File: src/rtl/rv32_pipeline_pkg.sv
// Shared RV32 pipeline types and constants.
//   fetch_entry_t    : {instruction, pc} pair handed from fetch to decode
//   INSTR_BYTES      : fetch address increment
//   FETCH_FIFO_DEPTH : fetch buffer entries (must be a power of two)
//   RESET_VECTOR_DEFAULT : default PC after reset
package rv32_pipeline_pkg;

  localparam int unsigned INSTR_BYTES      = 4;
  localparam int unsigned FETCH_FIFO_DEPTH = 2;
  localparam int unsigned FIFO_PTR_W       = $clog2(FETCH_FIFO_DEPTH);
  localparam int unsigned FIFO_CNT_W       = $clog2(FETCH_FIFO_DEPTH + 1);

  localparam logic [31:0] RESET_VECTOR_DEFAULT = 32'h0000_0000;

  typedef struct packed {
    logic [31:0] instruction;
    logic [31:0] pc;
  } fetch_entry_t;

endpackage

File: src/rtl/fetch_fifo.sv
// Small synchronous FIFO of fetch_entry_t with flush and same-cycle push/pop.
//   clk, rst     : clock, synchronous active-high reset (clears storage too)
//   flush_i      : empty the queue; overrides push/pop
//   push_i       : write push_data_i at the tail
//   pop_i        : retire the head
//   head_o       : current head entry (stale contents when count_o == 0)
//   count_o      : number of valid entries
module fetch_fifo
  import rv32_pipeline_pkg::*;
(
  input  logic                  clk,
  input  logic                  rst,
  input  logic                  flush_i,
  input  logic                  push_i,
  input  fetch_entry_t          push_data_i,
  input  logic                  pop_i,
  output fetch_entry_t          head_o,
  output logic [FIFO_CNT_W-1:0] count_o
);

  fetch_entry_t          mem_q [FETCH_FIFO_DEPTH];
  logic [FIFO_PTR_W-1:0] wr_ptr_q, wr_ptr_d;
  logic [FIFO_PTR_W-1:0] rd_ptr_q, rd_ptr_d;
  logic [FIFO_CNT_W-1:0] count_q, count_d;
  logic                  do_push, do_pop;

  // Pointer/count update; pointers wrap naturally because depth is a power of two.
  always_comb begin
    do_pop   = pop_i && (count_q != '0);
    do_push  = push_i && ((count_q != FIFO_CNT_W'(FETCH_FIFO_DEPTH)) || do_pop);
    wr_ptr_d = wr_ptr_q;
    rd_ptr_d = rd_ptr_q;
    count_d  = count_q;
    if (flush_i) begin
      wr_ptr_d = '0;
      rd_ptr_d = '0;
      count_d  = '0;
    end else begin
      if (do_push) wr_ptr_d = wr_ptr_q + FIFO_PTR_W'(1);
      if (do_pop)  rd_ptr_d = rd_ptr_q + FIFO_PTR_W'(1);
      count_d = count_q + FIFO_CNT_W'(do_push) - FIFO_CNT_W'(do_pop);
    end
  end

  always_ff @(posedge clk) begin
    if (rst) begin
      for (int unsigned i = 0; i < FETCH_FIFO_DEPTH; i++) mem_q[i] <= '0;
      wr_ptr_q <= '0;
      rd_ptr_q <= '0;
      count_q  <= '0;
    end else begin
      if (do_push && !flush_i) mem_q[wr_ptr_q] <= push_data_i;
      wr_ptr_q <= wr_ptr_d;
      rd_ptr_q <= rd_ptr_d;
      count_q  <= count_d;
    end
  end

  assign head_o  = mem_q[rd_ptr_q];
  assign count_o = count_q;

endmodule

File: src/rtl/instruction_fetch_stage.sv
// RV32 instruction fetch: owns the PC, issues one-at-a-time word reads to
// instruction memory and buffers returned words for decode.
//   clk, rst                          : clock, synchronous active-high reset
//   imem_req_valid/ready/addr         : fetch request channel (addr word aligned)
//   imem_rsp_valid/data               : in-order read data, one per accepted request
//   redirect_valid/pc                 : flush and restart fetch at redirect_pc & ~3
//   id_valid/ready/instruction/pc     : {instruction, pc} handshake to decode
module instruction_fetch_stage
  import rv32_pipeline_pkg::*;
#(
  parameter logic [31:0] RESET_VECTOR = RESET_VECTOR_DEFAULT
) (
  input  logic        clk,
  input  logic        rst,
  output logic        imem_req_valid,
  input  logic        imem_req_ready,
  output logic [31:0] imem_req_addr,
  input  logic        imem_rsp_valid,
  input  logic [31:0] imem_rsp_data,
  input  logic        redirect_valid,
  input  logic [31:0] redirect_pc,
  output logic        id_valid,
  input  logic        id_ready,
  output logic [31:0] id_instruction,
  output logic [31:0] id_pc
);

  localparam int unsigned OCC_W = FIFO_CNT_W + 1;

  logic [31:0]           fetch_pc_q, fetch_pc_d;
  logic [31:0]           req_pc_q, req_pc_d;
  logic                  outstanding_q, outstanding_d;
  logic                  drop_pending_q, drop_pending_d;
  logic [FIFO_CNT_W-1:0] fifo_count;
  fetch_entry_t          fifo_head, fifo_push_data;
  logic                  id_fire, rsp_fire, req_fire, fifo_push, fifo_pop, slot_free;
  logic [OCC_W-1:0]      occupancy;

  // Request gating. The word in flight (arriving now or later) already owns a
  // buffer slot, and a same-cycle decode pop frees one. A drop_pending request
  // is always outstanding, so the outstanding term also holds off fetch until
  // the stale word returns, and that return cycle may issue the new request.
  always_comb begin
    id_fire        = id_valid && id_ready;
    rsp_fire       = imem_rsp_valid && outstanding_q;
    occupancy      = OCC_W'(fifo_count) + OCC_W'(outstanding_q);
    slot_free      = occupancy < (OCC_W'(FETCH_FIFO_DEPTH) + OCC_W'(id_fire));
    imem_req_valid = !rst && (!outstanding_q || imem_rsp_valid) && slot_free;
    req_fire       = imem_req_valid && imem_req_ready;
  end

  // Next-state for PC and in-flight tracking; redirect has priority.
  always_comb begin
    fifo_push                  = rsp_fire && !drop_pending_q && !redirect_valid;
    fifo_pop                   = id_fire && !redirect_valid;
    fifo_push_data.instruction = imem_rsp_data;
    fifo_push_data.pc          = req_pc_q;
    fetch_pc_d                 = fetch_pc_q;
    req_pc_d                   = req_pc_q;
    outstanding_d              = outstanding_q;
    drop_pending_d             = drop_pending_q;
    if (rsp_fire) begin
      outstanding_d  = 1'b0;
      drop_pending_d = 1'b0;
    end
    if (req_fire) begin
      outstanding_d = 1'b1;
      req_pc_d      = fetch_pc_q;
      fetch_pc_d    = fetch_pc_q + 32'(INSTR_BYTES);
    end
    if (redirect_valid) begin
      fetch_pc_d     = redirect_pc & ~32'h3;
      drop_pending_d = outstanding_d;
    end
  end

  always_ff @(posedge clk) begin
    if (rst) begin
      fetch_pc_q     <= RESET_VECTOR & ~32'h3;
      req_pc_q       <= '0;
      outstanding_q  <= 1'b0;
      drop_pending_q <= 1'b0;
    end else begin
      fetch_pc_q     <= fetch_pc_d;
      req_pc_q       <= req_pc_d;
      outstanding_q  <= outstanding_d;
      drop_pending_q <= drop_pending_d;
    end
  end

  fetch_fifo u_fetch_fifo (
    .clk         (clk),
    .rst         (rst),
    .flush_i     (redirect_valid),
    .push_i      (fifo_push),
    .push_data_i (fifo_push_data),
    .pop_i       (fifo_pop),
    .head_o      (fifo_head),
    .count_o     (fifo_count)
  );

  assign imem_req_addr  = fetch_pc_q;
  assign id_valid       = (fifo_count != '0);
  assign id_instruction = fifo_head.instruction;
  assign id_pc          = fifo_head.pc;

endmodule
File: config.mk
export PLATFORM = sky130hd
export DESIGN_NAME = instruction_fetch_stage
export DESIGN_NICKNAME = d
export VERILOG_FILES = /design/src/rtl/rv32_pipeline_pkg.sv /design/src/rtl/fetch_fifo.sv /design/src/rtl/instruction_fetch_stage.sv
export SDC_FILE = /design/constraint.sdc
export NUM_CORES = 1
export LEC_CHECK = 0
export CAP_MARGIN = 30
export CORE_AREA = 3 3 131 133
export CTS_BUF_LIST = sky130_fd_sc_hd__clkbuf_4
export CTS_CLUSTER_DIAMETER = 100
export DETAILED_ROUTE_END_ITERATION = 12
export DIE_AREA = 0 0 134 136
export DONT_BUFFER_PORTS = 1
export GPL_ROUTABILITY_DRIVEN = 0
export HOLD_SLACK_MARGIN = 0.05
export PLACE_DENSITY = 0.7
export SYNTH_ARGS = -nofsm -noshare
export SYNTH_HDL_FRONTEND = slang
export SYNTH_HIERARCHICAL = 1
export SYNTH_SLANG_ARGS = --single-unit
File: constraint.sdc
create_clock -name clk -period 3.97 [get_ports clk]
set_clock_uncertainty 0.05 [all_clocks]
set_input_delay 0.5955 -clock clk [delete_from_list [all_inputs] [get_ports clk]]
set_output_delay 0.5955 -clock clk [all_outputs]
set_load 0.01 [all_outputs]
-- Yosys cells after proc, flatten, opt, wreduce, memory -nomap -nowiden
Memory sizes are Yosys's and may differ from the RTL's. A register that Yosys moved wholly into a read port is not among the register bits.
Cells that the tools add are included.
- memories kept: 1
- register bits after elaboration: 70
- word-level logic and storage cells: 56
- bits of input ports: 70
- output and inout bits: 98
- RAM bits: 128
- $lt $le $gt $ge: 1
- mux-type cells: 16
- reduce and logical (&&, ||, !) cells: 22
- equal/unequal tests: 1
- $add $sub $neg: 7
- memories (memory ; depth ; bits a word ; read ports ; clocked after Yosys merged registers in ; wr ports ; line ; text):
    u_fetch_fifo.mem_q ; 2 ; 64 ; 1 ; 1 ; 2 ; fetch_fifo.sv:21 ; fetch_entry_t mem_q [FETCH_FIFO_DEPTH];
- operators by type and width (kind ; count):
    $mux 32 ; 2
    $mux 64 ; 1
    $reduce_or 64->1 ; 1
    $add 32x3->32 const B ; 1
    $mux 1 ; 13
    $logic_and 1x1->1 ; 11
    $reduce_bool 2->1 ; 3
    $logic_not 1->1 ; 4
    $add 2x1->3 ; 1
    $add 2x1->3 const A ; 1
    $lt 3x3->1 ; 1
    $add 1x1->1 const B ; 2
    $add 2x1->2 ; 1
    $logic_or 1x1->1 ; 2
    $ne 2x2->1 const B ; 1
    $reduce_or 2->1 ; 1
    $sub 2x1->2 ; 1

-- Logic depth before layout (Yosys ltp)
- word-level depth: 12
- gate-level depth with buffers: 10
- gate-level depth less buffers: 10

-- Cells and area by module
Netlist, hierarchy kept.
- by module, submodules not included (module ; seq. area each (µm²) ; instances ; area an instance (µm²) ; cells an instance):
    fetch_fifo ; 3943.8 ; 1 ; 5828.1 ; 366
    instruction_fetch_stage ; 1241.2 ; 1 ; 2984.1 ; 369

-- Least setup slack after synthesis
No wires, ideal clock.
- path kind: in2reg
- start point: input port redirect_valid
- end point: memory u_fetch_fifo/mem_q[0][0] (netlist name), enable pin
- arrival time: 2.874 ns
- path slack: 0.620 ns
- cell stages on the path: 5
- library setup time: 0.426 ns
- cells stage by stage: clkbuf_1 -> nor3_1 -> and4b_4 -> buf_6 -> or2_1
- RTL lines (element ; line ; text):
    from (decl) ; instruction_fetch_stage.sv:20 ; input logic redirect_valid,
    to (decl) ; fetch_fifo.sv:21 ;

-- Worst setup path after layout
- start point: register u_fetch_fifo.count_q[0] (netlist: u_fetch_fifo/count_o[0])
- end point: output port imem_req_valid
- word-level cells in the longest chain between the ends: 5
- elaborated cells between the ends (all ways): 6
- RTL lines (element ; line ; text):
    from (decl) ; fetch_fifo.sv:24 ; logic [FIFO_CNT_W-1:0] count_q, count_d;
    from (signal assigned) ; fetch_fifo.sv:55 ; count_q <= count_d;
    $reduce_bool 2->1 ; instruction_fetch_stage.sv:103 ; assign id_valid = (fifo_count != '0);
    $logic_and 1x1->1 ; instruction_fetch_stage.sv:44 ; id_fire = id_valid && id_ready;
    $add 2x1->3 ; instruction_fetch_stage.sv:47 ; slot_free = occupancy < (OCC_W'(FETCH_FIFO_DEPTH) + OCC_W'(id_fire));
    $lt 3x3->1 (*) ; instruction_fetch_stage.sv:47 ;
    $logic_and 1x1->1 (*) ; instruction_fetch_stage.sv:48 ; imem_req_valid = !rst && (!outstanding_q || imem_rsp_valid) && slot_free;
    to (decl) ; instruction_fetch_stage.sv:15 ; output logic imem_req_valid,
Every way passes the cells marked *; elsewhere a longest branch is shown, timed or not.

==> tab_implementation.tex <==
\begin{tabular}{lr}
\hline
Metric & Value \\
\hline
\multicolumn{2}{l}{\textbf{Setup path}} \\
Setup Crit Path Kind & reg -> out \\
Data required time at the worst endpoint & 3.32 ns \\
Logic depth of the worst register-to-register path & 6 \\
Nature of the critical path startpoint & flop \\
Slack of the worst reg-to-reg path & 1.05 ns \\
Worst R2R End & u\_fetch\_fifo/mem\_q[0][11]\$\_SDFFCE\_PN0P\_ \\
Critical-path maximum fanout & 11 \\
RR Startpoint & u\_fetch\_fifo/count\_o[0]\$\_SDFF\_PP0\_ \\
Nature of the critical path endpoint & output port \\
Worst Path Arrival & 2.28 ns \\
\multicolumn{2}{l}{\textbf{STA}} \\
Final Hold Violating Endpoints & 0 \\
Setup\_tns & 0 ns \\
Final setup violation count & 0 \\
Transition time at the pin with the least slew margin & 0.856 ns \\
Highest attainable clock frequency & 341 MHz \\
Part of the cycle the worst path needs & 73.8\% \\
Worst rel slew slack & 42.9\% \\
Unrepaired setup endpoints after global routing & no \\
Max Transition Viols Final & 0 \\
Fin worst setup slack & 1.04 ns \\
Final critical path time including I/O delays and setup & 2.93 ns \\
\multicolumn{2}{l}{\textbf{Route}} \\
Number of DRC violations after detailed-routing iteration 0 & 302 \\
Total wirelength of the detailed-routed design & 17600 um \\
Wire length per cell & 18.6 um \\
DR vias/cell & 5.69 \\
Detailed-route via count & 5394 \\
First-pass DRT Iterations & 5 \\
Post-route antenna net violation count & 0 \\
DRC & 0 \\
\multicolumn{2}{l}{\textbf{Synth}} \\
Post-Synthesis Cells & 735 \\
Mean Syn Cell Area & 12.0 sq um \\
Netlist area before placement & 0.00881 sq mm \\
Fraction of synthesized cell area taken by the top area cell type & 43.6\% \\
Unique masters post-synth & 56 \\
Flip-flop and latch count after synthesis & 195 \\
Largest area contributor in the synthesized netlist & sky130\_fd\_sc\_hd\_\_edfxtp\_1 \\
Flip-flop cell with the highest count after synthesis & sky130\_fd\_sc\_hd\_\_edfxtp\_1 \\
Count of flip-flops with a built-in enable after synthesis & 128 \\
Async S/R FF share, synth & 0\% \\
Synth Warn \# & 6 \\
Most area-consuming cells after synthesis & sky130\_fd\_sc\_hd\_\_edfxtp\_1, sky130\_fd\_sc\_hd\_\_dfxtp\_1, sky130\_fd\_sc\_hd\_\_mux2\_2, sky130\_fd\_sc\_hd\_\_and2\_1, sky130\_fd\_sc\_hd\_\_nand2\_1 \\
Sequential-to-total area share from yosys stat & 58.8\% \\
\multicolumn{2}{l}{\textbf{Clocking}} \\
Clk sink count & 195 \\
Hold Buf Count CTS & 2 \\
Clk\_lat worst skew & 0.55 ns \\
CTS tree & done \\
Clock Path Buffers & 2 \\
CTS clk-pin slew, worst paths & 0.14 ns \\
Clock root buffer & sky130\_fd\_sc\_hd\_\_clkbuf\_4 \\
Post-CTS Repair Setup Buffers & 0 \\
Max H-tree Level & 4 \\
Total CTS buffers & 17 \\
CTS-repair resized insts & 0 \\
\multicolumn{2}{l}{\textbf{Die}} \\
Initial Util & 55.3\% \\
Total number of placement rows & 46 \\
Die Width & 134 um \\
Die height & 136 um \\
Number of I/O pins & 168 \\
Core box area & 0.0159 sq mm \\
Die Outline Area & 0.0182 sq mm \\
\multicolumn{2}{l}{\textbf{Hold path}} \\
Number of cells on the worst hold path & 1 \\
Worst min-delay path startpoint & redirect\_valid \\
Path class of the lowest-slack min-delay path & in -> reg \\
Capture endpoint of the worst hold path & imem\_req\_addr[21]\$\_SDFFE\_PP0P\_ \\
\multicolumn{2}{l}{\textbf{Final layout}} \\
FF+latch area & 0.00519 sq mm \\
Diode count & 0 \\
Area occupied by multi-input gates & 0.00333 sq mm \\
Fraction of layout cells with a size suffix above 1 & 18.9\% \\
Layout overhead on the synthesized area & 4.67\% \\
Number of inserted filler cells in the final layout & 1364 \\
Nets@finish & 794 \\
\multicolumn{2}{l}{\textbf{Power and ir drop}} \\
Maximum resistive drop on vdd & 215 uV \\
Ratio of total power to cell area & 384 mW/mm\^{}2 \\
Leakage power summed over all cells & 3.28 nW \\
\multicolumn{2}{l}{\textbf{Placement}} \\
Post-placement setup slack & 0.879 ns \\
I/O Buffers & 0 \\
HPWL reported at the end of detailed placement & 11400 um \\
\multicolumn{2}{l}{\textbf{Global routing}} \\
Global routing usage summed across all routing layers & 19.6\% \\
First-pass GRT wire length & 27900 um \\
Largest net degree at the start of global routing & 67 \\
Number of antenna violations at the first check in global routing & 0 \\
Via count of the first global-routing pass & 5429 \\
Sum of overflow across all layers after global routing & 0 \\
\multicolumn{2}{l}{\textbf{Run}} \\
Max Cap Violations & 0 \\
\multicolumn{2}{l}{\textbf{Status}} \\
Result of the run & completed \\
\hline
\end{tabular}
## sequential cells by signal (all words and copies together), names as in the netlist, named ones only
| name | flops |
|---|---|
| u_fetch_fifo/rd_ptr_q | 1 |
| imem_req_addr | 30 |
| outstanding_q | 1 |
| u_fetch_fifo/wr_ptr_q | 1 |
| drop_pending_q | 1 |
| req_pc_q | 30 |
| u_fetch_fifo/count_o | 2 |
| u_fetch_fifo/mem_q | 128 |
## placed cells by master (no fill, tap or decap), drive strengths merged, types with 6 or more instances in the layout
master / synthesis / final
and2: 130 / 130
edfxtp: 128 / 128
nand2: 79 / 79
dfxtp: 67 / 67
mux2: 64 / 64
a21oi: 37 / 37
nor2: 30 / 30
clkbuf: 24 / 22
a211oi: 12 / 12
xnor2: 12 / 12
nor3: 12 / 12
a311oi: 11 / 11
inv: 9 / 11
nand4: 10 / 10
nand3: 9 / 9
o31ai: 9 / 9
or4: 8 / 8
nor4: 8 / 8
buf: 24 / 7
conb: 1 / 6
o21ai: 6 / 6
## Yosys cell counts (3+ instances only)
master and number:
sky130_fd_sc_hd__ha_1 5, sky130_fd_sc_hd__dfxtp_1 67, sky130_fd_sc_hd__clkbuf_1 24, sky130_fd_sc_hd__buf_6 11, sky130_fd_sc_hd__a211oi_1 12, sky130_fd_sc_hd__or2_1 3, sky130_fd_sc_hd__and4_1 4, sky130_fd_sc_hd__o21ai_0 4
sky130_fd_sc_hd__and2_4 18, sky130_fd_sc_hd__or4_1 8, sky130_fd_sc_hd__nand4_1 7, sky130_fd_sc_hd__nand3_1 9, sky130_fd_sc_hd__and2_1 112, sky130_fd_sc_hd__inv_1 8, sky130_fd_sc_hd__xnor2_1 12, sky130_fd_sc_hd__or3_1 3
sky130_fd_sc_hd__xor2_1 4, sky130_fd_sc_hd__nand2_1 79, sky130_fd_sc_hd__nor2_1 28, sky130_fd_sc_hd__mux2_2 64, sky130_fd_sc_hd__a21oi_1 37, sky130_fd_sc_hd__a311oi_1 11, sky130_fd_sc_hd__o21bai_1 3, sky130_fd_sc_hd__edfxtp_1 128
sky130_fd_sc_hd__nor3_1 11, sky130_fd_sc_hd__buf_2 9, sky130_fd_sc_hd__nor4_1 6, sky130_fd_sc_hd__o31ai_1 9
## kinds of logic after synthesis
group,Yosys count,share of synthesized area [%]
compound gates,87,6.39
xor+xnor,16,1.59
fa+ha+maj,5,0.710
buf+inv,57,3.58
flops,195,58.8
mux,65,8.29
other cells,1,0.0426
simple gates,309,20.6
## power by group
group	leakage, nW	switching (mW)	internal (mW)
registers	1.87	0.0702	2.23
clock network	0.170	0.596	0.463
logic	1.23	0.117	0.0673
## metrics by stage
step	util (%)	instance area [sq um]	std cells	power, mW	hold WS, ns
6_report	57.9	9220	948	3.54	0.135
5_1_grt	57.9	9220	948	3.68	0.0732
4_1_cts	57.9	9220	948	3.59	0.0736
3_5_place_dp	55.8	8900	914	2.52	0.400
3_3_place_gp	55.7	8880	913	2.51	0.395
2_1_floorplan	-	8830	740	2.47	0.390
## per-layer routing
metal	vias up	share of wire, %	track usage, %
li1	2582	-	-
met1	2610	42	24.6
met2	186	48	31.6
met3	16	9.6	7.88
met4	0	1.2	5.43
met5	-	0	0
## critical path, cell delays in order (launching register included)
cell                      delay [ns]
sky130_fd_sc_hd__dfxtp_1        0.39
sky130_fd_sc_hd__ha_1           0.20
sky130_fd_sc_hd__ha_1           0.28
sky130_fd_sc_hd__o21a_1         0.27
sky130_fd_sc_hd__nor4_1         0.60
## worst max-delay path by stage
stage / cells past startpoint / end / startpoint / slack (ns)
detailed placement: 6 / u_fetch_fifo/mem_q[0][10]$_SDFFCE_PN0P_ / id_ready / 0.88
finish: 4 / imem_req_valid / u_fetch_fifo/count_o[0]$_SDFF_PP0_ / 1.04
global route: 6 / u_fetch_fifo/mem_q[0][12]$_SDFFCE_PN0P_ / u_fetch_fifo/count_o[0]$_SDFF_PP0_ / 0.82
floorplan: 5 / u_fetch_fifo/mem_q[0][0]$_SDFFCE_PN0P_ / redirect_valid / 0.62
CTS: 4 / imem_req_valid / u_fetch_fifo/count_o[0]$_SDFF_PP0_ / 0.97
global placement: 6 / u_fetch_fifo/mem_q[0][8]$_SDFFCE_PN0P_ / id_ready / 0.94
## area by class of cell
class,count,area share (%)
flip-flops and latches,195,56.2
inverters,9,0.366
repair buffers,8,1.25
well taps,216,2.93
multi-input cells,488,36.1
clock buffers,22,1.79
clock inverters,10,1.32
No activity file was read; power rests on OpenSTA's default activity.
